==> src/rtl/seg7_pkg.sv <==
// Shared constants for seven-segment display blocks: digit count, active-low
// segment codes {g,f,e,d,c,b,a} and the scan state type.
package seg7_pkg;
  localparam int NUM_DIGITS = 8;

  localparam logic [6:0] SEG_0     = 7'b1000000;
  localparam logic [6:0] SEG_1     = 7'b1111001;
  localparam logic [6:0] SEG_2     = 7'b0100100;
  localparam logic [6:0] SEG_3     = 7'b0110000;
  localparam logic [6:0] SEG_4     = 7'b0011001;
  localparam logic [6:0] SEG_5     = 7'b0010010;
  localparam logic [6:0] SEG_6     = 7'b0000010;
  localparam logic [6:0] SEG_7     = 7'b1111000;
  localparam logic [6:0] SEG_8     = 7'b0000000;
  localparam logic [6:0] SEG_9     = 7'b0010000;
  localparam logic [6:0] SEG_A     = 7'b0001000;
  localparam logic [6:0] SEG_B     = 7'b0000011;
  localparam logic [6:0] SEG_C     = 7'b1000110;
  localparam logic [6:0] SEG_D     = 7'b0100001;
  localparam logic [6:0] SEG_E     = 7'b0000110;
  localparam logic [6:0] SEG_F     = 7'b0001110;
  localparam logic [6:0] SEG_BLANK = 7'h7F;

  typedef enum logic {BLANK, ON} state_t;
endpackage

==> src/rtl/hex_to_seg7.sv <==
// Combinational hex nibble to active-low seven-segment decoder.
module hex_to_seg7
  import seg7_pkg::*;
(
  input  logic [3:0] hex,
  output logic [6:0] seg
);
  always_comb begin
    seg = SEG_BLANK;
    case (hex)
      4'h0: seg = SEG_0;
      4'h1: seg = SEG_1;
      4'h2: seg = SEG_2;
      4'h3: seg = SEG_3;
      4'h4: seg = SEG_4;
      4'h5: seg = SEG_5;
      4'h6: seg = SEG_6;
      4'h7: seg = SEG_7;
      4'h8: seg = SEG_8;
      4'h9: seg = SEG_9;
      4'hA: seg = SEG_A;
      4'hB: seg = SEG_B;
      4'hC: seg = SEG_C;
      4'hD: seg = SEG_D;
      4'hE: seg = SEG_E;
      4'hF: seg = SEG_F;
      default: seg = SEG_BLANK;
    endcase
  end
endmodule

==> src/rtl/seven_segment_driver.sv <==
// 8-digit common-anode scan driver: one digit per slot, blanking gap at the
// start of each slot, inputs snapshotted once per frame to avoid tearing.
module seven_segment_driver
  import seg7_pkg::*;
#(
  parameter int DIGIT_CYCLES = 100000,
  parameter int BLANK_CYCLES = 1000
) (
  input  logic        clk,
  input  logic        rst,
  input  logic [31:0] digit,
  input  logic [7:0]  en_digit,
  input  logic [7:0]  en_dot,
  output logic [7:0]  an,
  output logic [6:0]  seg,
  output logic        dp,
  output logic        frame_tick
);
  localparam int CW = (DIGIT_CYCLES > 1) ? $clog2(DIGIT_CYCLES) : 1;
  localparam int IW = $clog2(NUM_DIGITS);
  localparam logic [CW-1:0] CNT_LAST = CW'(DIGIT_CYCLES - 1);
  localparam logic [CW-1:0] CNT_ON   = CW'(BLANK_CYCLES);

  logic [CW-1:0] cnt, cnt_nxt;
  logic [IW-1:0] idx, idx_nxt;
  state_t        state, state_nxt;
  logic [31:0]   digit_s;
  logic [7:0]    en_digit_s, en_dot_s;
  logic          snap, lit;
  logic [3:0]    nib;
  logic [6:0]    seg_dec;

  always_comb begin
    cnt_nxt   = cnt + CW'(1);
    idx_nxt   = idx;
    if (cnt == CNT_LAST) begin
      cnt_nxt = '0;
      idx_nxt = idx + IW'(1);
    end
    // state tracks cnt one-for-one, so it is ON exactly when cnt >= BLANK_CYCLES
    state_nxt = (cnt_nxt >= CNT_ON) ? ON : BLANK;
    snap      = (state == BLANK) && (idx == '0) && (cnt == '0);
    lit       = (state == ON) && en_digit_s[idx];
    nib       = digit_s[idx*4 +: 4];
  end

  hex_to_seg7 u_dec (
    .hex (nib),
    .seg (seg_dec)
  );

  always_ff @(posedge clk) begin
    if (rst) begin
      cnt        <= '0;
      idx        <= '0;
      state      <= BLANK;
      digit_s    <= '0;
      en_digit_s <= '0;
      en_dot_s   <= '0;
      an         <= 8'hFF;
      seg        <= SEG_BLANK;
      dp         <= 1'b1;
      frame_tick <= 1'b0;
    end else begin
      cnt        <= cnt_nxt;
      idx        <= idx_nxt;
      state      <= state_nxt;
      frame_tick <= snap;
      if (snap) begin
        digit_s    <= digit;
        en_digit_s <= en_digit;
        en_dot_s   <= en_dot;
      end
      an  <= lit ? ~(8'd1 << idx) : 8'hFF;
      seg <= lit ? seg_dec : SEG_BLANK;
      dp  <= lit ? ~en_dot_s[idx] : 1'b1;
    end
  end
endmodule

==> config.mk <==
export PLATFORM = sky130hd
export DESIGN_NAME = seven_segment_driver
export DESIGN_NICKNAME = d
export VERILOG_FILES = /design/src/rtl/seg7_pkg.sv /design/src/rtl/hex_to_seg7.sv /design/src/rtl/seven_segment_driver.sv
export SDC_FILE = /design/constraint.sdc
export NUM_CORES = 1
export LEC_CHECK = 0
export BUFFER_PORTS_ARGS = -buffer_cell sky130_fd_sc_hd__clkbuf_2
export CORE_MARGIN = 4
export CORE_UTILIZATION = 45
export CTS_BUF_LIST = sky130_fd_sc_hd__clkbuf_4
export CTS_CLUSTER_DIAMETER = 60
export CTS_CLUSTER_SIZE = 30
export DETAILED_ROUTE_END_ITERATION = 10
export GPL_TIMING_DRIVEN = 0
export HOLD_SLACK_MARGIN = 0.12
export PLACE_DENSITY = 0.66
export SKIP_CTS_REPAIR_TIMING = 1
export SYNTH_ARGS = -nofsm -noshare
export SYNTH_HDL_FRONTEND = slang
export SYNTH_HIERARCHICAL = 1
export SYNTH_SLANG_ARGS = --single-unit
==> constraint.sdc <==
create_clock -name clk -period 3.3 [get_ports clk]
set_input_delay 0.165 -clock clk [delete_from_list [all_inputs] [get_ports clk]]
set_output_delay 0.165 -clock clk [all_outputs]
set_load 0.01 [all_outputs]
=== Yosys cells after proc, flatten, opt, wreduce, memory -nomap -nowiden ===
Memories as Yosys holds them, arrays and structs flattened. A register that Yosys moved wholly into a read port is not among the register bits.
Index checks and enable logic that the tools add are counted.

* Flip-flop bits (word level): 79
* Memory bits (read-only): 112
* Bits of input ports: 50
* Memories kept: 1

{| class="wikitable"
|+ Memories
! memory !! depth !! width !! read ports !! clocked after Yosys merged registers in !! write ports !! RTL line !! text
|-
| (name not given) || 16 || 7 || 1 || 1 || 0 || hex_to_seg7.sv:10 || <nowiki>case (hex)</nowiki>
|}

* $add $sub $neg: 2
* $lt $le $gt $ge: 2
* Equal/unequal tests: 1
* Shift operators: 2
* Mux-type cells: 6
* Bitwise operators: 4
* Reduce and logical (&&, ||, !) cells: 6

{| class="wikitable"
|+ Operators with widths
! operator !! count
|-
| $shiftx 32x6->4 || 1
|-
| $add 17x1->17 const B || 1
|-
| $eq 17x17->1 const B || 1
|-
| $ge 17x10->1 const B || 1
|-
| $logic_not 17->1 || 1
|-
| $mux 17 || 1
|-
| $not 8->8 || 1
|-
| $shl 1x3->8 const A || 1
|-
| $bmux 1 s3 || 2
|-
| $lt 3x4->1 const B || 1
|-
| $add 3x1->3 const B || 1
|-
| $logic_and 1x1->1 || 3
|-
| $logic_not 3->1 || 1
|-
| $mux 1 || 3
|-
| $not 1->1 || 3
|-
| $reduce_or 2->1 || 1
|}

=== Depth between registers and ports, before layout ===
* Depth after elaboration: 5
* Depth in mapped cells: 11
* Depth with buffers taken out: 9

=== Hierarchy ===
Netlist, hierarchy kept.

{| class="wikitable"
|+ By module, submodules not included
! module !! instances !! cells each !! area each (µm²)
|-
| seven_segment_driver || 1 || 420 || 3653.5
|-
| hex_to_seg7 || 1 || 32 || 275.3
|}

=== Worst setup path after synthesis ===
No wires, ideal clock.

* Path type: register to register
* Start: register idx[0]
* End: register seg[0]
* Library setup time: 0.062 ns
* Arrival: 2.638 ns
* Data required time: 3.238 ns
* Path slack: 0.600 ns
* Stages on the path, launching flop included: 12
* Cells stage by stage: dfxtp_1 -> clkbuf_1 -> buf_2 -> mux4_2 -> nand2_1 -> nand2_1 -> inv_1 -> ha_1 -> and2b_2 -> or3b_1 -> o21ai_0 -> nand2b_1

* Elaborated cells on any way between the ends: 6

{| class="wikitable"
|+ RTL lines
! element !! RTL line !! text
|-
| start, declared || seven_segment_driver.sv:25 || <nowiki>logic [IW-1:0] idx, idx_nxt;</nowiki>
|-
| start signal, assigned || seven_segment_driver.sv:66 || <nowiki>idx <= idx_nxt;</nowiki>
|-
| $shiftx 32x6->4 || seven_segment_driver.sv:44 || <nowiki>nib = digit_s[idx*4 +: 4];</nowiki>
|-
| net nib[1] || seven_segment_driver.sv:30 || <nowiki>logic [3:0] nib;</nowiki>
|-
| end, declared || seven_segment_driver.sv:15 || <nowiki>output logic [6:0] seg,</nowiki>
|}

The timed path passes the listed nets, and every way through them passes these cells. The select of a mux whose other input is x is not followed.
A chain may end at the register's enable or synchronous reset.

=== Worst setup path after layout ===
Same ends and word-level chain as after synthesis.

==> run metrics <==
cells after synthesis 452; syn nets 517; Slew Viols, Final 0; CTS tree done; measured slew at the worst slew-check pin 0.5637 ns; hold crit path type input port to flip-flop; fin nets 641; Die Ht 101.4 µm; maximum vdd drop 0.0002225 V; Post-synth top flop dfxtp_1; iteration-0 DRC count of the detailed router 159; Worst Clk Skew 0.01758 ns; routability congestion estimate 0.8554; total number of vias 3,491; status finished, final reports clean; worst skew pair latency 0.44 ns; ANT cells 0; Fmax 329.9 MHz; final worst slack 0.2686 ns; Avg Inst Size Synth 8.692 µm²; synth unique cells 45; Post-synth ARST share 0%; crit path DAT 3.41 ns; drt total wl 9546 µm; CTS max path bufs 2; yosys warns 6; most common cell after layout, fill and taps aside nand2_1; post-route minimum period 3.031 ns; io pins 67; largest net degree at the start of global routing 16; Post-synth EDFFs 0; area grow syn2layout 28.18%; TritonRoute pass-1 iters 4; share of cells above drive strength 1 19.10%; Vias/cell 5.089; post-route setup TNS 0 ns; initial antenna violation count 0; total grt overflow 0; endpoints failing setup 0; die area 0.01029 mm²; Leakage 0.002051 µW; total CTS buffers 9; Core ar. 0.008341 mm²; global-route wire length before repair 14,460 µm; Post-route DRC 0; Initial Util 47.10%; Global Route Usage Sum 17.86%; CP Data Required Time 3.68 ns; critical path class flip-flop to flip-flop; Worst setup EP type flip-flop; Seq/Total Area, Yosys 43.82%; period utilization 91.86%; dpl ws 0.2057 ns; Worst-path clk slew 0.13 ns; RSZ-0062 raised after global routing no; Synth Cell Area 0.003929 mm²; post-route antenna net violation count 0; final hold vios 0; deepest level of the CTS H-tree 3; die width 101.4 µm; Core Rows 33; commonest cells after routing, fill and taps aside nand2_1 (130), dfxtp_1 (86), clkbuf_2 (66), a21oi_1 (51), dlygate4sd3_1 (48); port bufs 65; Power per Cell Area 428.5 mW/mm²; Final HPWL DP 6646 µm; vias in the first global route 3,136; synthesized flop and latch total 86; Sink Count 86; CP Launch Type flip-flop; MaxCap Viol Count 0; crit-path max FO 10; clk root buf clkbuf_4; wire length per cell 13.92 µm; relative slew slack 62.42%
## area by class of cell
class,instances,area [µm²]
clock inverter,7,98.84
sequential,86,1722
multi-input combinational,324,2011
clock buffer,9,67.56
timing repair buffer,113,805.8
tap,105,131.4
fill,729,3304
buffer,32,162.7
inverter,10,37.54
## path summary, 6_finish.rpt
check	startpoint	endpoint	slack, ns	cells after the start
worst max-delay path	idx[0]	seg[0]	0.27	11
worst min-delay path	rst	cnt[8]	0.09	2
worst max register to register	idx[0]	seg[0]	0.27	11
worst min register to register	digit_s[13]	digit_s[13]	0.46	2
## synth_stat cells, types with 2 or more instances
cell | count | area share, %
nand2_1 | 130 | 12
dfxtp_1 | 86 | 44
a21oi_1 | 51 | 6.5
nor2_1 | 29 | 2.8
clkbuf_1 | 20 | 1.9
ha_1 | 15 | 4.8
xnor2_1 | 13 | 2.9
mux4_2 | 12 | 6.9
inv_1 | 9 | 0.86
nand3_1 | 8 | 1.0
buf_2 | 7 | 0.89
mux2i_1 | 7 | 1.8
nand2b_1 | 7 | 1.1
nor3_1 | 6 | 0.76
xor2_1 | 6 | 1.3
nand4_1 | 4 | 0.64
o21ai_0 | 4 | 0.51
and4_1 | 3 | 0.67
buf_6 | 3 | 0.86
nor4_1 | 3 | 0.48
a22o_1 | 2 | 0.45
and3_1 | 2 | 0.32
buf_4 | 2 | 0.38
nor4_4 | 2 | 1.1
## layer usage
| layer | track usage (%) | vias up | part of all wire, % |
|---|---|---|---|
| met5 | 0 | - | 0 |
| met4 | 7.260 | 0 | 2.8 |
| met3 | 2.755 | 21 | 4.3 |
| met2 | 28.22 | 83 | 47 |
| met1 | 24.48 | 1626 | 46 |
| li1 | - | 1761 | - |
## metrics by stage
stage	hold slack, ns	power, µW	cells	util [%]	instance area (µm²)
2_1_floorplan	0.3055	1351	452	-	3929
3_3_place_gp	0.3945	1439	622	52.58	4385
5_1_grt	0.1323	2260	686	60.38	5036
6_report	0.09430	2158	686	60.38	5036
3_5_place_dp	0.3975	1449	622	52.58	4385
4_1_cts	-0.09727	2129	638	54.58	4552
## logic make-up after synthesis
logic type / count (synthesis) / synth area share [%]
AO/OA/AOI/OAI: 63 / 8.726
multiplexers: 21 / 9.618
flip-flops: 86 / 43.82
buffers and inverters: 42 / 5.000
AND/OR/NAND/NOR: 206 / 23.82
XOR/XNOR: 19 / 4.236
adder cells (fa/ha/maj): 15 / 4.777
## power by group
group          switching, µW  internal (µW)
registers               31.7           1100
clock network            375            309
logic                    180            163
total                    588           1570
## registers in the layout (all words and copies together), names as in the netlist
register and flops:
digit_s 32, idx 3, cnt 17, state 1, dp 1, seg 7
frame_tick 1, an 8, en_digit_s 8, en_dot_s 8
## worst max-delay path, stage by stage (launching register included)
cell and delay, ns:
dfxtp_1 0.39, clkbuf_1 0.34, clkbuf_4 0.35, mux4_2 0.56, nand2_1 0.08, nand2_1 0.13, inv_1 0.18, ha_1 0.20
and2b_2 0.22, or3b_1 0.36, o21ai_0 0.06, nand2b_1 0.10
Note: power is estimated with default switching activity, not from simulation.
